## src/rtl/increment_arbiter.sv

```systemverilog
// Round-robin arbiter sharing one 4-bit +1 unit among NREQ requesters.
// Ports: clk/rst, req_valid/req_data/req_ready in; rsp_* registered out; busy.
module increment_arbiter #(
  parameter int NREQ = 4,
  parameter int IDW  = 2
) (
  input  logic              clk,
  input  logic              rst,
  input  logic [NREQ-1:0]   req_valid,
  input  logic [4*NREQ-1:0] req_data,
  output logic [NREQ-1:0]   req_ready,
  output logic              rsp_valid,
  input  logic              rsp_ready,
  output logic [3:0]        rsp_sum,
  output logic              rsp_co,
  output logic [IDW-1:0]    rsp_id,
  output logic              busy
);

  logic [IDW-1:0] ptr_q, ptr_d;
  logic           valid_q, valid_d;
  logic [3:0]     sum_q, sum_d;
  logic           co_q, co_d;
  logic [IDW-1:0] id_q, id_d;

  logic           en;
  logic           found;
  logic [IDW-1:0] g;
  logic [IDW:0]   idx;
  logic [NREQ-1:0] grant_oh;
  logic [3:0]     a;
  logic [3:0]     s;
  logic [4:0]     c;

  assign en = !valid_q || rsp_ready;

  // Search from ptr upward with wrap; first valid bit wins.
  always_comb begin
    found = 1'b0;
    g     = '0;
    idx   = '0;
    for (int k = 0; k < NREQ; k++) begin
      idx = {1'b0, ptr_q} + (IDW+1)'(k);
      if (idx >= (IDW+1)'(NREQ))
        idx = idx - (IDW+1)'(NREQ);
      if (!found && req_valid[idx[IDW-1:0]]) begin
        found = 1'b1;
        g     = idx[IDW-1:0];
      end
    end
  end

  assign grant_oh  = found ? (NREQ'(1) << g) : '0;
  assign req_ready = (en && !rst) ? grant_oh : '0;

  // Operand mux; zero when nothing is granted.
  always_comb begin
    a = '0;
    for (int i = 0; i < NREQ; i++)
      if (grant_oh[i])
        a = a | req_data[4*i +: 4];
  end

  // Half-adder chain: carry-in of 1 ripples through.
  always_comb begin
    c[0] = 1'b1;
    s    = '0;
    for (int i = 0; i < 4; i++) begin
      s[i]   = a[i] ^ c[i];
      c[i+1] = a[i] & c[i];
    end
  end

  always_comb begin
    ptr_d   = ptr_q;
    valid_d = valid_q;
    sum_d   = sum_q;
    co_d    = co_q;
    id_d    = id_q;
    if (en) begin
      if (found) begin
        valid_d = 1'b1;
        sum_d   = s;
        co_d    = c[4];
        id_d    = g;
        ptr_d   = (g == IDW'(NREQ-1)) ? '0 : g + 1'b1;
      end else begin
        valid_d = 1'b0;
      end
    end
  end

  always_ff @(posedge clk or posedge rst) begin
    if (rst) begin
      ptr_q   <= '0;
      valid_q <= 1'b0;
      sum_q   <= '0;
      co_q    <= 1'b0;
      id_q    <= '0;
    end else begin
      ptr_q   <= ptr_d;
      valid_q <= valid_d;
      sum_q   <= sum_d;
      co_q    <= co_d;
      id_q    <= id_d;
    end
  end

  assign rsp_valid = valid_q;
  assign rsp_sum   = sum_q;
  assign rsp_co    = co_q;
  assign rsp_id    = id_q;
  assign busy      = valid_q;

endmodule

```

## config.mk

```make
export PLATFORM = sky130hd
export DESIGN_NAME = increment_arbiter
export DESIGN_NICKNAME = d
export VERILOG_FILES = /design/src/rtl/increment_arbiter.sv
export SDC_FILE = /design/constraint.sdc
export NUM_CORES = 1
export LEC_CHECK = 0
export BUFFER_PORTS_ARGS = -buffer_cell sky130_fd_sc_hd__buf_2
export CORE_MARGIN = 2
export CORE_UTILIZATION = 43
export DETAILED_ROUTE_END_ITERATION = 10
export GPL_TIMING_DRIVEN = 0
export PLACE_DENSITY = 0.78
export SKIP_CTS_REPAIR_TIMING = 1
export SLEW_MARGIN = 5
export SYNTH_ARGS = -nofsm -noshare
export SYNTH_HDL_FRONTEND = slang
export SYNTH_SLANG_ARGS = --single-unit
```

## constraint.sdc

```tcl
create_clock -name clk -period 3.35 [get_ports clk]
set_input_delay 0.1675 -clock clk [delete_from_list [all_inputs] [get_ports clk]]
set_output_delay 0.1675 -clock clk [all_outputs]
set_load 0.005 [all_outputs]
```

Word level (Yosys, flattened, before mapping)
Index checks and enable logic that the tools add are counted.
{"block": "word_totals", "input_bits": 23, "output_inout_bits": 13, "reg_bits": 10, "word_cells": 72}
{"block": "classes", "magnitude_cmp": 8, "n_eq_ne": 1, "n_shift": 1, "n_bitwise": 10, "addsub": 8, "n_mux": 28, "n_reduce_logical": 11}
{"cell": "$mux 4", "n": 6}
{"cell": "$mux 2", "n": 9}
{"cell": "$lt 2x3->1 const B", "n": 4}
{"cell": "$or 4x4->4", "n": 3}
{"cell": "$ge 3x3->1 const B", "n": 3}
{"cell": "$mux 1", "n": 9}
{"cell": "$bmux 1 s2", "n": 4}
{"cell": "$sub 2x1->2 const B", "n": 4}
{"cell": "$add 2x2->3 const B", "n": 2}
{"cell": "$logic_not 1->1", "n": 5}
{"cell": "$logic_and 1x1->1", "n": 4}
{"cell": "$shl 1x2->4 const A", "n": 1}
{"cell": "$add 2x1->3 const B", "n": 1}
{"cell": "$and 1x1->1", "n": 3}
{"cell": "$ge 2x3->1 const B", "n": 1}
{"cell": "$xor 1x1->1", "n": 3}
{"cell": "$add 2x1->2 const B", "n": 1}
{"cell": "$eq 2x2->1 const B", "n": 1}
{"cell": "$reduce_and 2->1", "n": 1}
{"cell": "$logic_or 1x1->1", "n": 1}
{"cell": "$not 1->1", "n": 1}

Depth between registers and ports, before layout
Gate-level depths: netlist of run 1.
{"block": "logic_depth", "ltp_word": 26, "ltp_mapped": 11, "ltp_nobuf": 11}

Worst setup path after synthesis of run 1
OpenSTA, ideal clock, no wires.
{"block": "synth_timing", "path_type": "reg-to-reg", "from": "register ptr_q[0]", "to": "register sum_q[3], in the netlist rsp_sum[3]", "stages_incl_launch_ff": 12, "required_time_ns": 3.225, "period_less_slack_ns": 2.442, "setup_ns": 0.125, "slack_ns": 0.908, "n_path_buf": 0, "arrival_time_ns": 2.317, "cell_sequence": "dfrtp_1 -> nor2b_1 -> nor3b_1 -> o22ai_1 -> inv_1 -> ha_1 -> a22oi_1 -> a21oi_1 -> ha_1 -> ha_1 -> ha_1 -> mux2_4"}
{"block": "synth_between", "elab_chain_len": 26, "word_cells_on_any_way": 50, "cone_classes": "add/sub: 7; order compare: 4; shift: 1; mux: 25; bitwise: 6; reduce/logical: 7"}
{"item": "start, declared", "line": "20", "source": "logic [IDW-1:0] ptr_q, ptr_d;"}
{"item": "start signal, assigned", "line": "101", "source": "ptr_q <= ptr_d;"}
{"item": "parallel branches: the longest is 13 deep, another holds $add 2x1->3"}
{"item": "$mux 2 (*)", "line": "46", "source": "if (!found && req_valid[idx[IDW-1:0]]) begin"}
{"item": "named net g[0]", "line": "28", "source": "logic [IDW-1:0] g;"}
{"item": "$shl 1x2->4 (*)", "line": "53", "source": "assign grant_oh = found ? (NREQ'(1) << g) : '0;"}
{"item": "$mux 4 (*)", "line": "53"}
{"item": "$mux 4", "line": "60", "source": "if (grant_oh[i])"}
{"item": "$or 4x4->4", "line": "61", "source": "a = a | req_data[4*i +: 4];"}
{"item": "$mux 4", "line": "60"}
{"item": "$or 4x4->4", "line": "61"}
{"item": "$mux 4", "line": "60"}
{"item": "$or 4x4->4", "line": "61"}
{"item": "$mux 4 (*)", "line": "60"}
{"item": "$and 1x1->1 (2 in a row)", "line": "70", "source": "c[i+1] = a[i] & c[i];"}
{"item": "$xor 1x1->1 (*)", "line": "69", "source": "s[i] = a[i] ^ c[i];"}
{"item": "named net s[3]", "line": "32", "source": "logic [3:0] s;"}
{"item": "end signal, assigned", "line": "103", "source": "sum_q <= sum_d;"}
{"item": "end, declared", "line": "22", "source": "logic [3:0] sum_q, sum_d;"}
Mark *: on every way through the listed nets, which the timed path passes. The select of a mux whose other input is x is not followed.
A chain may end at the register's enable or synchronous reset.

Final worst setup path of run 1
Ends and elaborated chain as after synthesis.

==> metrics, run 1 <==
DP Wirelength between 1 and 1.5 mm; final hold violation count 0; Yosys warning count 0; Routed WL about 1.5 mm; Root Driver clkbuf_4; vias in the first global route roughly 600; synthesized flop and latch total 10; RSZ-0062 raised after global routing false; Seq/Total Area, Yosys 0.359; htree depth 1; initial antenna violation count 0; normalized max-slew margin 0.687; Max Clock Skew slightly above 0.003 ns; Power Total between 600 and 700 uW; DRC 0; Initial Util 0.463; Syn-to-layout area delta 32.7%; multi-input logic area ~400 um^2; core area roughly 1500 um^2; M2 GR Usage 0.288; grt ovf 0; routability cong. 0.753; crit path capture type register; I/O pin cnt 36; most used routing layer met2; CP Data Arrival Time ~2.9 ns; Hold WC Path Type in -> reg; fmax roughly 370 MHz; die width around 44 um; # fillers approximately 120; M3 GR Usage 0.0367; Power Dens Cells around 650 nW/um^2; critical path class reg -> reg; final slew viol count 0; met1 Resource Use GR 0.203; Pre-Repair DR Iteration Count 4; clk sinks 10; Clk Latency, worst-skew pair between 0.2 and 0.3 ns; flop2flop setup slack ~0.62 ns; clock buffer depth 2; pin count of the biggest net entering global routing 15; clock transition at the registers of the reported paths 0.07 ns; startpoint types register; final worst-path cycle share 0.814; Final setup viols 0; Sum Neg Setup Slack 0 ns; total CTS buffers 3; Max Cap Violations 0; leakage power slightly above 0.0005 uW; Avg Inst Size Synth 10.6 um^2; fin nets around 140; layout cell share with drive strength beyond 1 0.467; CTS tree yes; Crit path required time ~3.5 ns; CP max FO 5; via count about 640; port bufs 35; Avg WL per Cell 12.6 um; syn nets 96; Total GRT Usage 0.168; Ant. Diodes 0; die footprint 1960 um^2; Max VDD drop 0.000311 V; register area approximately 250 um^2; Netlist cell types 22; DR iter-0 viols 19; via-per-instance ratio about 5.3; Post-DRT Antenna Nets 0; cells after synthesis between 60 and 70; Die Span Y between 40 and 50 um; min Tclk post-route around 2.7 ns; actual slew at the worst max-slew pin ~0.47 ns; row count 14; Synth Cell Area ~700 um^2; status finished, final reports clean; first-pass GRT wire length about 2.5 mm
## cell type report
cell class,count,area share
flip-flops and latches,10,0.271
multi-input cells,48,0.438
inverters,6,0.0244
repair buffers,36,0.200
plain buffers,2,0.0203
clock buffers,3,0.0244
well taps,16,0.0217
## placed cells by master, fill, tap and decap left out
cell,synthesis,layout
a21oi_1,5,5
mux2i_1,1,1
buf_4,1,1
dfrtp_1,10,10
and3_1,4,4
inv_1,6,6
nor3_1,1,1
nor2_1,3,3
o21ai_0,1,1
ha_1,7,7
mux2_4,3,3
o22ai_1,1,1
buf_2,0,35
nor4_4,1,1
nand2_1,2,2
a2bb2oi_1,1,1
a22oi_1,8,8
nor3b_1,1,1
buf_6,1,1
mux2_2,4,4
a21oi_2,1,1
and2b_1,1,1
clkbuf_4,0,3
nor2b_1,3,3
dlygate4sd3_1,0,1
## power breakdown
group	internal, uW	leakage [uW]	switching [uW]	total (uW)
Combinational	169	0.000375	145	315
Clock	41.5	0.0000138	42.7	84.2
Sequential	171	0.000116	30.0	201
## kinds of logic (layout without fill, tap and decap cells)
logic type | count (synthesis) | count (layout) | synth area share
AND/OR/NAND/NOR | 16 | 16 | 0.149
flip-flops | 10 | 10 | 0.359
multiplexers | 8 | 8 | 0.144
adder cells (fa/ha/maj) | 7 | 7 | 0.126
AO/OA/AOI/OAI | 17 | 17 | 0.163
buffers and inverters | 8 | 47 | 0.0592
## flip-flops by register name (all words and copies together) (netlist names)
register  count
rsp_id        2
rsp_sum       4
ptr_q         2
busy          1
rsp_co        1
## critical path, cell delays in order, from the launching register on
cell and delay (ns):
dfrtp_1 0.40, nor2b_1 0.17, nor3_1 0.07, o22ai_1 0.33
inv_1 0.13, ha_1 0.28, a22oi_1 0.18, a21oi_1 0.11
ha_1 0.23, ha_1 0.18, ha_1 0.27, mux2_4 0.26
## synth_stat cells
| cell type | instances | share of area |
|---|---|---|
| a21oi_1 | 5 | 0.036 |
| a21oi_2 | 1 | 0.013 |
| a22oi_1 | 8 | 0.086 |
| a2bb2oi_1 | 1 | 0.013 |
| and2b_1 | 1 | 0.011 |
| and3_1 | 4 | 0.036 |
| buf_4 | 1 | 0.011 |
| buf_6 | 1 | 0.016 |
| dfrtp_1 | 10 | 0.36 |
| ha_1 | 7 | 0.13 |
| inv_1 | 6 | 0.032 |
| mux2_2 | 4 | 0.065 |
| mux2_4 | 3 | 0.065 |
| mux2i_1 | 1 | 0.014 |
| nand2_1 | 2 | 0.011 |
| nor2_1 | 3 | 0.016 |
| nor2b_1 | 3 | 0.027 |
| nor3_1 | 1 | 0.0072 |
| nor3b_1 | 1 | 0.011 |
| nor4_4 | 1 | 0.031 |
| o21ai_0 | 1 | 0.0072 |
| o22ai_1 | 1 | 0.0090 |
## stage by stage
step | utilization | setup WS [ns] | cells | cell area [um^2] | hold slack [ns]
2_1_floorplan | - | 0.908 | 66 | 697 | 0.0281
3_3_place_gp | 0.592 | 0.692 | 117 | 892 | 0.181
3_5_place_dp | 0.592 | 0.638 | 117 | 892 | 0.200
4_1_cts | 0.607 | 0.619 | 120 | 915 | -0.0912
5_1_grt | 0.614 | 0.358 | 121 | 925 | 0.128
6_report | 0.614 | 0.623 | 121 | 925 | 0.0927
## final timing paths
kind	startpoint	endpoint	depth (start not counted)
setup / recovery	ptr_q[0]	rsp_sum[3]	11
hold / removal	rsp_ready	busy	2
setup reg to reg	ptr_q[0]	rsp_sum[3]	11
hold reg to reg	rsp_sum[3]	rsp_sum[3]	1
max in group asynchronous	rst	rsp_sum[2]	3
min in group asynchronous	rst	rsp_id[0]	3
## metal layers
layer	vias to the layer above	part of all wire	wire (um)
met5	-	0	0
met3	2	0.094	143
met4	0	0.011	17
li1	318	-	-
met1	288	0.44	679
met2	29	0.45	689
(Power assumes the default switching activity.)
==> run 2: changes to the inputs <==
==> constraint.sdc (replaced) <==
create_clock -name clk -period 2.8 [get_ports clk]
set_input_delay 0.14 -clock clk [delete_from_list [all_inputs] [get_ports clk]]
set_output_delay 0.14 -clock clk [all_outputs]
set_load 0.005 [all_outputs]
==> run 2 against run 1 <==
Compared with the run above:
- combinational power grew 23%
- sequential share of layout area decreased by 0.36 points
- clock skew about the same
- clock-buffer cell count is the same
- die area stayed put
- first-iteration DRC count down 32%
- critical path type unchanged
- largest power group unchanged
==> metrics, run 2 (synthesis results as in run 1) <==
crit path capture type register; fin nets 137 (unchanged); Flop pwr share 0.332 (-0.004); max reg flops 4 (unchanged); RSZ-0062 raised after global routing false; Routed WL 1.54 mm (+0.98%); die width 44.3 um (unchanged); CTS tree yes; actual slew at the worst max-slew pin 0.469 ns (+0.000198 ns); initial antenna violation count 0 (unchanged); register area 250 um^2 (unchanged); # fillers 121 (-2.4%); first-pass GRT wire length 2.48 mm (unchanged); CP max FO 5 (unchanged); layout cell share with drive strength beyond 1 0.486 (+0.0190); routability cong. 0.753 (unchanged); DRC 0 (unchanged); Root Driver clkbuf_4; I/O pin cnt 36 (unchanged); combinational share of power 0.530 (+0.006); clk sinks 10 (unchanged); total CTS buffers 3 (unchanged); Avg WL per Cell 12.8 um (+0.98%); most common cell after layout, fill and taps aside buf_2; startpoint types register; port bufs 35 (unchanged); Clk Latency, worst-skew pair 0.27 ns (about the same); Max VDD drop 0.000377 V (+21%); final worst-path cycle share 0.922 (+0.108); grt ovf 0 (unchanged); via count 635 (-0.31%); DR iter-0 viols 13 (-6); vias in the first global route 601 (unchanged); DP Wirelength 1.22 mm (unchanged); CP Data Arrival Time 2.73 ns (-0.15 ns); Max Cap Violations 0 (unchanged); die footprint 1960 um^2 (unchanged); clock transition at the registers of the reported paths 0.07 ns (about the same); row count 14 (unchanged); final slew viol count 0 (unchanged); Pre-Repair DR Iteration Count 3 (-1); Die Span Y 44.3 um (unchanged); Sum Neg Setup Slack 0 ns (unchanged); area post-placement 892 um^2 (unchanged); NetSw 266 uW (+22%); status finished, final reports clean; Int Pwr 465 uW (+22%); Worst Reg-to-Reg Cells 11 (unchanged); Initial Util 0.463 (unchanged); min Tclk post-route 2.58 ns (-0.145 ns); Sw Share 0.364 (+0.000984); core area 1510 um^2 (unchanged); multi-input logic area 418 um^2 (+3.1%); most frequent cells in the layout buf_2, dfrtp_1, a22oi_1; final instance area 937 um^2 (+1.4%); htree depth 1 (unchanged); Final setup viols 0 (unchanged); via-per-instance ratio 5.25 (-0.31%); pin count of the biggest net entering global routing 15 (unchanged); critical path class reg -> reg; Hold WC Path Type in -> reg; hold path depth 2 (unchanged); clock buffer depth 2 (unchanged); Total GRT Usage 0.168 (unchanged); Post-DRT Antenna Nets 0 (unchanged); leakage power 0.000510 uW (+0.86%); Crit path required time 2.95 ns (-0.55 ns); final hold violation count 0 (unchanged); Ant. Diodes 0 (unchanged); Clk network pwr share 0.138 (-0.002); Power Dens Cells 780 nW/um^2 (+20%); fmax 387 MHz (+5.6%); normalized max-slew margin 0.687 (about the same); Syn-to-layout area delta 34.5%; Max Clock Skew 0.00318 ns (+0.0000982 ns)
## run 2: changes by cell type in the layout (fill, tap and decap cells not counted)
cell / delta
a2bb2oi_1: -1
a2bb2oi_2: +1
o22ai_1: -1
o22ai_2: +1
## run 2: worst max-delay path: stages, from the launching register on
cell	delay [ns]
dfrtp_1	0.40
nor2b_1	0.16
nor3b_1	0.08
o22ai_2	0.22
inv_1	0.11
ha_1	0.27
a22oi_1	0.18
a21oi_1	0.11
ha_1	0.23
ha_1	0.18
ha_1	0.27
mux2_4	0.26
## run 2: routing by layer
layer / up-vias / part of all wire / track usage
met4: 0 / 0.011 / 0.0667
met5: - / 0 / 0
met3: 2 / 0.093 / 0.0367
li1: 319 / - / -
met2: 29 / 0.45 / 0.288
met1: 285 / 0.44 / 0.203
## run 2: power by group through the flow
stage | Combinational, uW | Sequential [uW] | Clock (uW)
after floorplan | 252 | 244 | 0
after global placement | 364 | 241 | 0
after detailed placement | 380 | 244 | 0
after CTS | 382 | 241 | 101
after global routing | 443 | 250 | 105
final | 387 | 243 | 101
## run 2: final timing paths
kind / start / endpoint / slack (ns)
max: ptr_q[0] / rsp_sum[3] / 0.22
min: rsp_ready / busy / 0.07
max reg2reg: ptr_q[0] / rsp_sum[3] / 0.22
min reg2reg: rsp_sum[3] / rsp_sum[3] / 0.51
max in group asynchronous: rst / rsp_sum[2] / 2.04
min in group asynchronous: rst / rsp_id[0] / 0.44
## run 2: area by class of cell
type | instances | area share
inverters | 6 | 0.0240
plain buffers | 2 | 0.0200
repair buffers | 36 | 0.198
well taps | 16 | 0.0214
flip-flops and latches | 10 | 0.267
multi-input cells | 48 | 0.446
clock buffers | 3 | 0.0240
## run 2: metrics by stage
step / total power, uW / hold WS [ns] / instances / worst slack [ns] / util
2_1_floorplan: 496 / 0.000594 / 66 / 0.358 / -
3_3_place_gp: 605 / 0.153 / 117 / 0.142 / 0.592
6_report: 731 / 0.0653 / 121 / 0.218 / 0.622
3_5_place_dp: 624 / 0.172 / 117 / 0.0881 / 0.592
5_1_grt: 798 / 0.100 / 121 / 0.0111 / 0.622
4_1_cts: 723 / -0.119 / 120 / 0.0688 / 0.607
